## config.mk

```make
export PLATFORM = sky130hd
export DESIGN_NAME = alu_issue_stage
export DESIGN_NICKNAME = d
export VERILOG_FILES = /design/src/rtl/alu_issue_stage_pkg.sv /design/src/rtl/alu_issue_stage_fwd_mux.sv /design/src/rtl/alu_issue_stage.sv
export SDC_FILE = /design/constraint.sdc
export NUM_CORES = 1
export LEC_CHECK = 0
export CORE_ASPECT_RATIO = 0.7
export CORE_MARGIN = 2
export CORE_UTILIZATION = 40
export CTS_CLUSTER_DIAMETER = 120
export CTS_CLUSTER_SIZE = 20
export DETAILED_ROUTE_END_ITERATION = 8
export DONT_BUFFER_PORTS = 1
export PLACE_DENSITY = 0.65
export SLEW_MARGIN = 20
export SYNTH_ARGS = -nofsm -noshare
export SYNTH_HDL_FRONTEND = slang
export SYNTH_HIERARCHICAL = 1
export SYNTH_SLANG_ARGS = --single-unit
```

## constraint.sdc

```tcl
create_clock -name clk -period 3.4 [get_ports clk]
set_input_delay 0.51 -clock clk [delete_from_list [all_inputs] [get_ports clk]]
set_output_delay 0.51 -clock clk [all_outputs]
set_load 0.005 [all_outputs]
```

## src/rtl/alu_issue_stage_pkg.sv

```systemverilog
`default_nettype none
// +--------------------------------------------------------------------+
// | alu_issue_stage_pkg : shared widths, ALU opcodes, forwarding select |
// | Rev 1.0                                                            |
// +--------------------------------------------------------------------+
package alu_issue_stage_pkg;

    localparam int DEF_DATA_W = 4;
    localparam int DEF_IDX_W  = 3;
    localparam int DEF_CTRL_W = 4;

    localparam logic [DEF_CTRL_W-1:0] ALU_AND = 4'b0000;
    localparam logic [DEF_CTRL_W-1:0] ALU_OR  = 4'b0001;
    localparam logic [DEF_CTRL_W-1:0] ALU_ADD = 4'b0010;
    localparam logic [DEF_CTRL_W-1:0] ALU_SLL = 4'b0011;
    localparam logic [DEF_CTRL_W-1:0] ALU_SUB = 4'b0100;
    localparam logic [DEF_CTRL_W-1:0] ALU_SRL = 4'b0101;
    localparam logic [DEF_CTRL_W-1:0] ALU_MUL = 4'b0110;
    localparam logic [DEF_CTRL_W-1:0] ALU_XOR = 4'b0111;
    localparam logic [DEF_CTRL_W-1:0] ALU_SLT = 4'b1000;

    localparam logic [DEF_IDX_W-1:0] REG_ZERO = 3'd0;

    typedef enum logic [1:0] {
        FWD_REG = 2'd0,
        FWD_OUT = 2'd1,
        FWD_ISS = 2'd2
    } fwd_sel_e;

    // The issue slot holds the younger producer, so it wins over the output slot.
    function automatic fwd_sel_e fwd_select(input logic iss_hit, input logic out_hit);
        if (iss_hit)      return FWD_ISS;
        else if (out_hit) return FWD_OUT;
        else              return FWD_REG;
    endfunction

endpackage
`default_nettype wire

```

## src/rtl/alu_issue_stage_fwd_mux.sv

```systemverilog
`default_nettype none
// +--------------------------------------------------------------------+
// | alu_fwd_mux : 3-way priority operand bypass for one source index   |
// | Rev 1.0                                                            |
// +--------------------------------------------------------------------+
module alu_fwd_mux
    import alu_issue_stage_pkg::*;
#(
    parameter int DATA_W = DEF_DATA_W,
    parameter int IDX_W  = DEF_IDX_W
) (
    input  logic [IDX_W-1:0]  src_idx_i,
    input  logic [DATA_W-1:0] reg_val_i,
    input  logic              iss_valid_i,
    input  logic [IDX_W-1:0]  iss_rd_i,
    input  logic [DATA_W-1:0] iss_val_i,
    input  logic              out_valid_i,
    input  logic [IDX_W-1:0]  out_rd_i,
    input  logic [DATA_W-1:0] out_val_i,
    output logic [DATA_W-1:0] fwd_val_o
);

    logic     w_src_live;
    logic     w_iss_hit;
    logic     w_out_hit;
    fwd_sel_e w_sel;

    // r0 is hardwired zero, so it never takes a bypass.
    assign w_src_live = (src_idx_i != IDX_W'(REG_ZERO));
    assign w_iss_hit  = w_src_live && iss_valid_i && (iss_rd_i == src_idx_i);
    assign w_out_hit  = w_src_live && out_valid_i && (out_rd_i == src_idx_i);
    assign w_sel      = fwd_select(w_iss_hit, w_out_hit);

    always_comb begin
        fwd_val_o = reg_val_i;
        case (w_sel)
            FWD_ISS: fwd_val_o = iss_val_i;
            FWD_OUT: fwd_val_o = out_val_i;
            default: fwd_val_o = reg_val_i;
        endcase
    end

endmodule
`default_nettype wire

```

## src/rtl/alu_issue_stage.sv

```systemverilog
`default_nettype none
// +--------------------------------------------------------------------+
// | alu_issue_stage : issue + result slots around an external ALU,     |
// | with RAW bypass, flush and stall counter.  Rev 1.0                 |
// +--------------------------------------------------------------------+
module alu_issue_stage
    import alu_issue_stage_pkg::*;
#(
    parameter int DATA_W = DEF_DATA_W,
    parameter int IDX_W  = DEF_IDX_W,
    parameter int CTRL_W = DEF_CTRL_W
) (
    input  logic              clk,
    input  logic              rst_n,
    input  logic              flush,
    input  logic              in_valid,
    output logic              in_ready,
    input  logic [IDX_W-1:0]  in_rs1_idx,
    input  logic [IDX_W-1:0]  in_rs2_idx,
    input  logic [DATA_W-1:0] in_rs1_val,
    input  logic [DATA_W-1:0] in_rs2_val,
    input  logic [DATA_W-1:0] in_imm,
    input  logic              in_use_imm,
    input  logic [IDX_W-1:0]  in_rd,
    input  logic [CTRL_W-1:0] in_alu_control,
    output logic [DATA_W-1:0] alu_in1,
    output logic [DATA_W-1:0] alu_in2,
    output logic [CTRL_W-1:0] alu_control,
    input  logic [DATA_W-1:0] alu_result,
    input  logic              alu_zero,
    output logic              out_valid,
    input  logic              out_ready,
    output logic [DATA_W-1:0] out_result,
    output logic              out_zero,
    output logic [IDX_W-1:0]  out_rd,
    output logic [7:0]        stall_count
);

    localparam logic [7:0] C_STALL_MAX = 8'hFF;

    logic              iss_valid_q, iss_valid_d;
    logic [IDX_W-1:0]  iss_rd_q,    iss_rd_d;
    logic [DATA_W-1:0] alu_in1_q,   alu_in1_d;
    logic [DATA_W-1:0] alu_in2_q,   alu_in2_d;
    logic [CTRL_W-1:0] alu_ctrl_q,  alu_ctrl_d;
    logic              out_valid_q, out_valid_d;
    logic [DATA_W-1:0] out_res_q,   out_res_d;
    logic              out_zero_q,  out_zero_d;
    logic [IDX_W-1:0]  out_rd_q,    out_rd_d;
    logic [7:0]        stall_q,     stall_d;

    logic              w_adv;
    logic              w_in_ready;
    logic              w_accept;
    logic [DATA_W-1:0] w_src1;
    logic [DATA_W-1:0] w_src2_reg;
    logic [DATA_W-1:0] w_src2;

    // Whenever an accept happens the issue slot is emptying, so its live ALU result is the bypass value.
    alu_fwd_mux #(.DATA_W(DATA_W), .IDX_W(IDX_W)) u_fwd_rs1 (
        .src_idx_i   (in_rs1_idx),
        .reg_val_i   (in_rs1_val),
        .iss_valid_i (iss_valid_q),
        .iss_rd_i    (iss_rd_q),
        .iss_val_i   (alu_result),
        .out_valid_i (out_valid_q),
        .out_rd_i    (out_rd_q),
        .out_val_i   (out_res_q),
        .fwd_val_o   (w_src1)
    );

    alu_fwd_mux #(.DATA_W(DATA_W), .IDX_W(IDX_W)) u_fwd_rs2 (
        .src_idx_i   (in_rs2_idx),
        .reg_val_i   (in_rs2_val),
        .iss_valid_i (iss_valid_q),
        .iss_rd_i    (iss_rd_q),
        .iss_val_i   (alu_result),
        .out_valid_i (out_valid_q),
        .out_rd_i    (out_rd_q),
        .out_val_i   (out_res_q),
        .fwd_val_o   (w_src2_reg)
    );

    assign w_src2     = in_use_imm ? in_imm : w_src2_reg;
    assign w_adv      = iss_valid_q && (!out_valid_q || out_ready);
    assign w_in_ready = !flush && (!iss_valid_q || w_adv);
    assign w_accept   = in_valid && w_in_ready;

    always_comb begin
        iss_valid_d = iss_valid_q;
        iss_rd_d    = iss_rd_q;
        alu_in1_d   = alu_in1_q;
        alu_in2_d   = alu_in2_q;
        alu_ctrl_d  = alu_ctrl_q;
        out_valid_d = out_valid_q;
        out_res_d   = out_res_q;
        out_zero_d  = out_zero_q;
        out_rd_d    = out_rd_q;
        stall_d     = stall_q;

        if (flush) begin
            iss_valid_d = 1'b0;
            out_valid_d = 1'b0;
        end else begin
            if (w_accept) begin
                iss_valid_d = 1'b1;
                iss_rd_d    = in_rd;
                alu_in1_d   = w_src1;
                alu_in2_d   = w_src2;
                alu_ctrl_d  = in_alu_control;
            end else if (w_adv) begin
                iss_valid_d = 1'b0;
            end

            if (w_adv) begin
                out_valid_d = 1'b1;
                out_res_d   = alu_result;
                out_zero_d  = alu_zero;
                out_rd_d    = iss_rd_q;
            end else if (out_ready) begin
                out_valid_d = 1'b0;
            end
        end

        if (in_valid && !w_in_ready && (stall_q != C_STALL_MAX)) begin
            stall_d = stall_q + 8'd1;
        end
    end

    always_ff @(posedge clk or negedge rst_n) begin
        if (!rst_n) begin
            iss_valid_q <= 1'b0;
            iss_rd_q    <= '0;
            alu_in1_q   <= '0;
            alu_in2_q   <= '0;
            alu_ctrl_q  <= '0;
            out_valid_q <= 1'b0;
            out_res_q   <= '0;
            out_zero_q  <= 1'b0;
            out_rd_q    <= '0;
            stall_q     <= '0;
        end else begin
            iss_valid_q <= iss_valid_d;
            iss_rd_q    <= iss_rd_d;
            alu_in1_q   <= alu_in1_d;
            alu_in2_q   <= alu_in2_d;
            alu_ctrl_q  <= alu_ctrl_d;
            out_valid_q <= out_valid_d;
            out_res_q   <= out_res_d;
            out_zero_q  <= out_zero_d;
            out_rd_q    <= out_rd_d;
            stall_q     <= stall_d;
        end
    end

    assign in_ready    = w_in_ready;
    assign alu_in1     = alu_in1_q;
    assign alu_in2     = alu_in2_q;
    assign alu_control = alu_ctrl_q;
    assign out_valid   = out_valid_q;
    assign out_result  = out_res_q;
    assign out_zero    = out_zero_q;
    assign out_rd      = out_rd_q;
    assign stall_count = stall_q;

endmodule
`default_nettype wire

```

==> metrics.txt <==
startpoint types flip-flop; topmost layer with routed signal wires met4; unrepaired setup endpoints after global routing false; Iteration-0 DRC Markers 50; worst clock skew 0.006434 ns; top cell types by occurrence after synthesis dfrtp_1 (33), mux2_2 (21), nand2_1 (11); Layout area overhead 8.624%; Starting Density 0.4267; synth unique cells 35; nets@finish 212; number of gates resized after cts 0; count of endpoints failing setup in the final report 0; worst-skew pair later-pin latency 0.28 ns; flip-flop and latch count after synthesis 33; die outline height 61.67 um; top cell type's share of synthesized area 0.4345; TritonCTS clock tree yes; final global-route overflow total 0; required arrival time at the worst endpoint 3.56 ns; Die Width 86.39 um; All-Layer GR Usage 0.1697; Final Hold Viols 0; depth of the CTS H-tree 2; number of violations of the max-capacitance limit 0; Post-Route M1 WL 1.891 mm; total routed wirelength 4.298 mm; Worst IR Drop VDD 369.3 uV; highest clock frequency the design can meet 476.4 MHz; final core utilization 0.4635; die footprint 0.005327 mm2; post-synth net total 206; sinks on the clock net 33; final weighted congestion of routability-driven global placement 0.9145; total of warnings raised by yosys 6; Longest Clk Path Bufs 2; arrival time worst endpoint 2.26 ns; total length of routed met3 wires 386 um; initial antenna violation count 0; core region area 0.004454 mm2; wire length on met2 2.005 mm; via count of the routed design 1330; IO Port Bufs 0; number of flops mapped to enable cells by yosys 0; maximum fanout count along the critical path 8; clock transition at the register clock pins on the worst setup and hold paths after CTS 0.07 ns; fraction of synthesis flops using an asynchronous set or reset pin 1.000; dpl hpwl 3.465 mm; dominant cell by count in the synthesized netlist dfrtp_1; antenna diode count 0; result of the run finished clean; startpoint-to-endpoint class of the critical path reg2reg; wire length of the first global-routing pass 6.782 mm; portion of the post-synthesis area used by sequential elements 0.4345; post-layout minimum cycle time 2.099 ns; maximum number of pins on one net before global-route repair 34; number of placement rows 20; I/O pin count 66; critical register-to-register path startpoint iss_rd_q[2]; worst hold margin 0.05047 ns; vias in the first global route 1344; min-delay worst type in2async; Synth area leaders dfrtp_1 (43%), mux2_2 (12%), a221o_1 (4.2%), and2_1 (3.3%), xor2_1 (3.2%); R2R Setup Slk 1.30 ns; Static Leak 0.8557 nW; average wire length per cell after detail routing 18.61 um; fraction of layout instances using a drive strength above 1 0.2443; Root Buffer Master clkbuf_8; PwrDens 538.8 mW/mm2; Slew Viols, Final 0; number of buffers created by CTS 5; average vias per placed instance 5.758; top_reg_cell synth dfrtp_1; DRC Markers 0; Avg Synthesized Cell Area 11.25 um2; Max-Slew Margin vs Limit 0.4996; reg-to-reg endpoint alu_in1[0]; worst r2r path cells 6; final clock period utilization by the worst path 0.6174; slew at the pin with the worst max-slew slack 0.7474 ns; area leader, netlist dfrtp_1; count of mapped cells out of synthesis 169; DRT Pass-1 Iters 4; final antenna-violating net count 0; post-synthesis cell area 0.001901 mm2; total negative setup slack 0 ns; Worst Setup End Kind flip-flop
[power by group]
group / total (mW) / internal [mW] / switching, mW / leakage (nW)
clock network: 0.278 / 0.141 / 0.137 / 0.0439
registers: 0.607 / 0.481 / 0.127 / 0.398
logic: 0.227 / 0.122 / 0.105 / 0.414
total: 1.11 / 0.744 / 0.369 / 0.856
[registers in the layout, indices dropped and copies added (netlist names)]
name and cells:
out_zero 1, iss_rd_q 3, iss_valid_q 1, alu_in2 4
out_result 4, alu_in1 4, alu_control 4, out_rd 3
out_valid 1, stall_count 8
[kinds of logic (layout without fill, tap and decap cells)]
group / Yosys count / in the layout / share of synthesized area
adders and majority gates: 1 / 1 / 0.006582
and+or+nand+nor: 57 / 57 / 0.1981
muxes: 27 / 27 / 0.1567
xor gates and xnor gates: 11 / 11 / 0.05069
buffers and inverters: 8 / 15 / 0.01777
AOI/OAI and AO/OA: 32 / 32 / 0.1356
DFF: 33 / 33 / 0.4345
[worst max-delay path by stage]
stage                  start  slack, ns  cells past startpoint    endpoint
2_1_floorplan  in_rs1_idx[2]       1.50                      6  alu_in1[0]
3_3_place_gp   in_rs1_idx[2]       1.35                      6  alu_in1[1]
5_1_grt          iss_rd_q[2]       1.16                      7  alu_in2[2]
3_5_place_dp   in_rs1_idx[2]       1.30                      6  alu_in1[3]
4_1_cts          iss_rd_q[2]       1.32                      6  alu_in1[3]
6_report         iss_rd_q[2]       1.30                      6  alu_in1[0]
[layout make-up]
class	count	area, um2
Multi-Input combinational cell	128	1041
Fill cell	413	2390
Inverter	6	22.52
Clock buffer	5	68.82
Clock inverter	3	17.52
Tap cell	55	68.82
Timing Repair Buffer	1	20.02
Sequential cell	33	825.8
[what timing repair did]
| action | in CTS | in global routing |
|---|---|---|
| buffers inserted | 0 | 0 |
| hold buffers | 1 | 0 |
| endpoints found under the setup margin | 0 | 0 |
| endpoints found under the hold margin | 33 | 0 |
[stage by stage]
step | setup WS, ns | power, mW | instances | instance area, um2
final | 1.301 | 1.112 | 231 | 2064
after global placement | 1.349 | 0.8178 | 222 | 1958
after floorplan | 1.497 | 0.7683 | 169 | 1901
after detailed placement | 1.304 | 0.8368 | 222 | 1958
after CTS | 1.320 | 1.129 | 231 | 2064
after global routing | 1.159 | 1.193 | 231 | 2064
[placed cells by master, fill, tap and decap left out, types with 4 or more instances in the layout]
cell,n
a21oi_1,4
a221o_1,8
and2_1,10
clkbuf_8,5
dfrtp_1,33
inv_1,6
mux2_2,21
mux2i_1,5
nand2_1,11
nand3_1,6
nor2_1,10
nor3_1,4
o21ai_0,10
xnor2_1,4
xor2_1,7
[critical path, stage by stage, from the launching register on]
cell	delay, ns
dfrtp_1	0.47
xnor2_1	0.28
a31oi_1	0.12
nor3b_1	0.28
o32ai_2	0.18
a221o_1	0.39
mux2_2	0.26
[per-layer routing]
| metal | global-route usage | vias up |
|---|---|---|
| met1 | 0.2118 | 635 |
| li1 | - | 635 |
| met4 | 0.05580 | 0 |
| met5 | 0 | - |
| met3 | 0.06568 | 2 |
| met2 | 0.2758 | 58 |
Power figures use the tool's default switching activity.
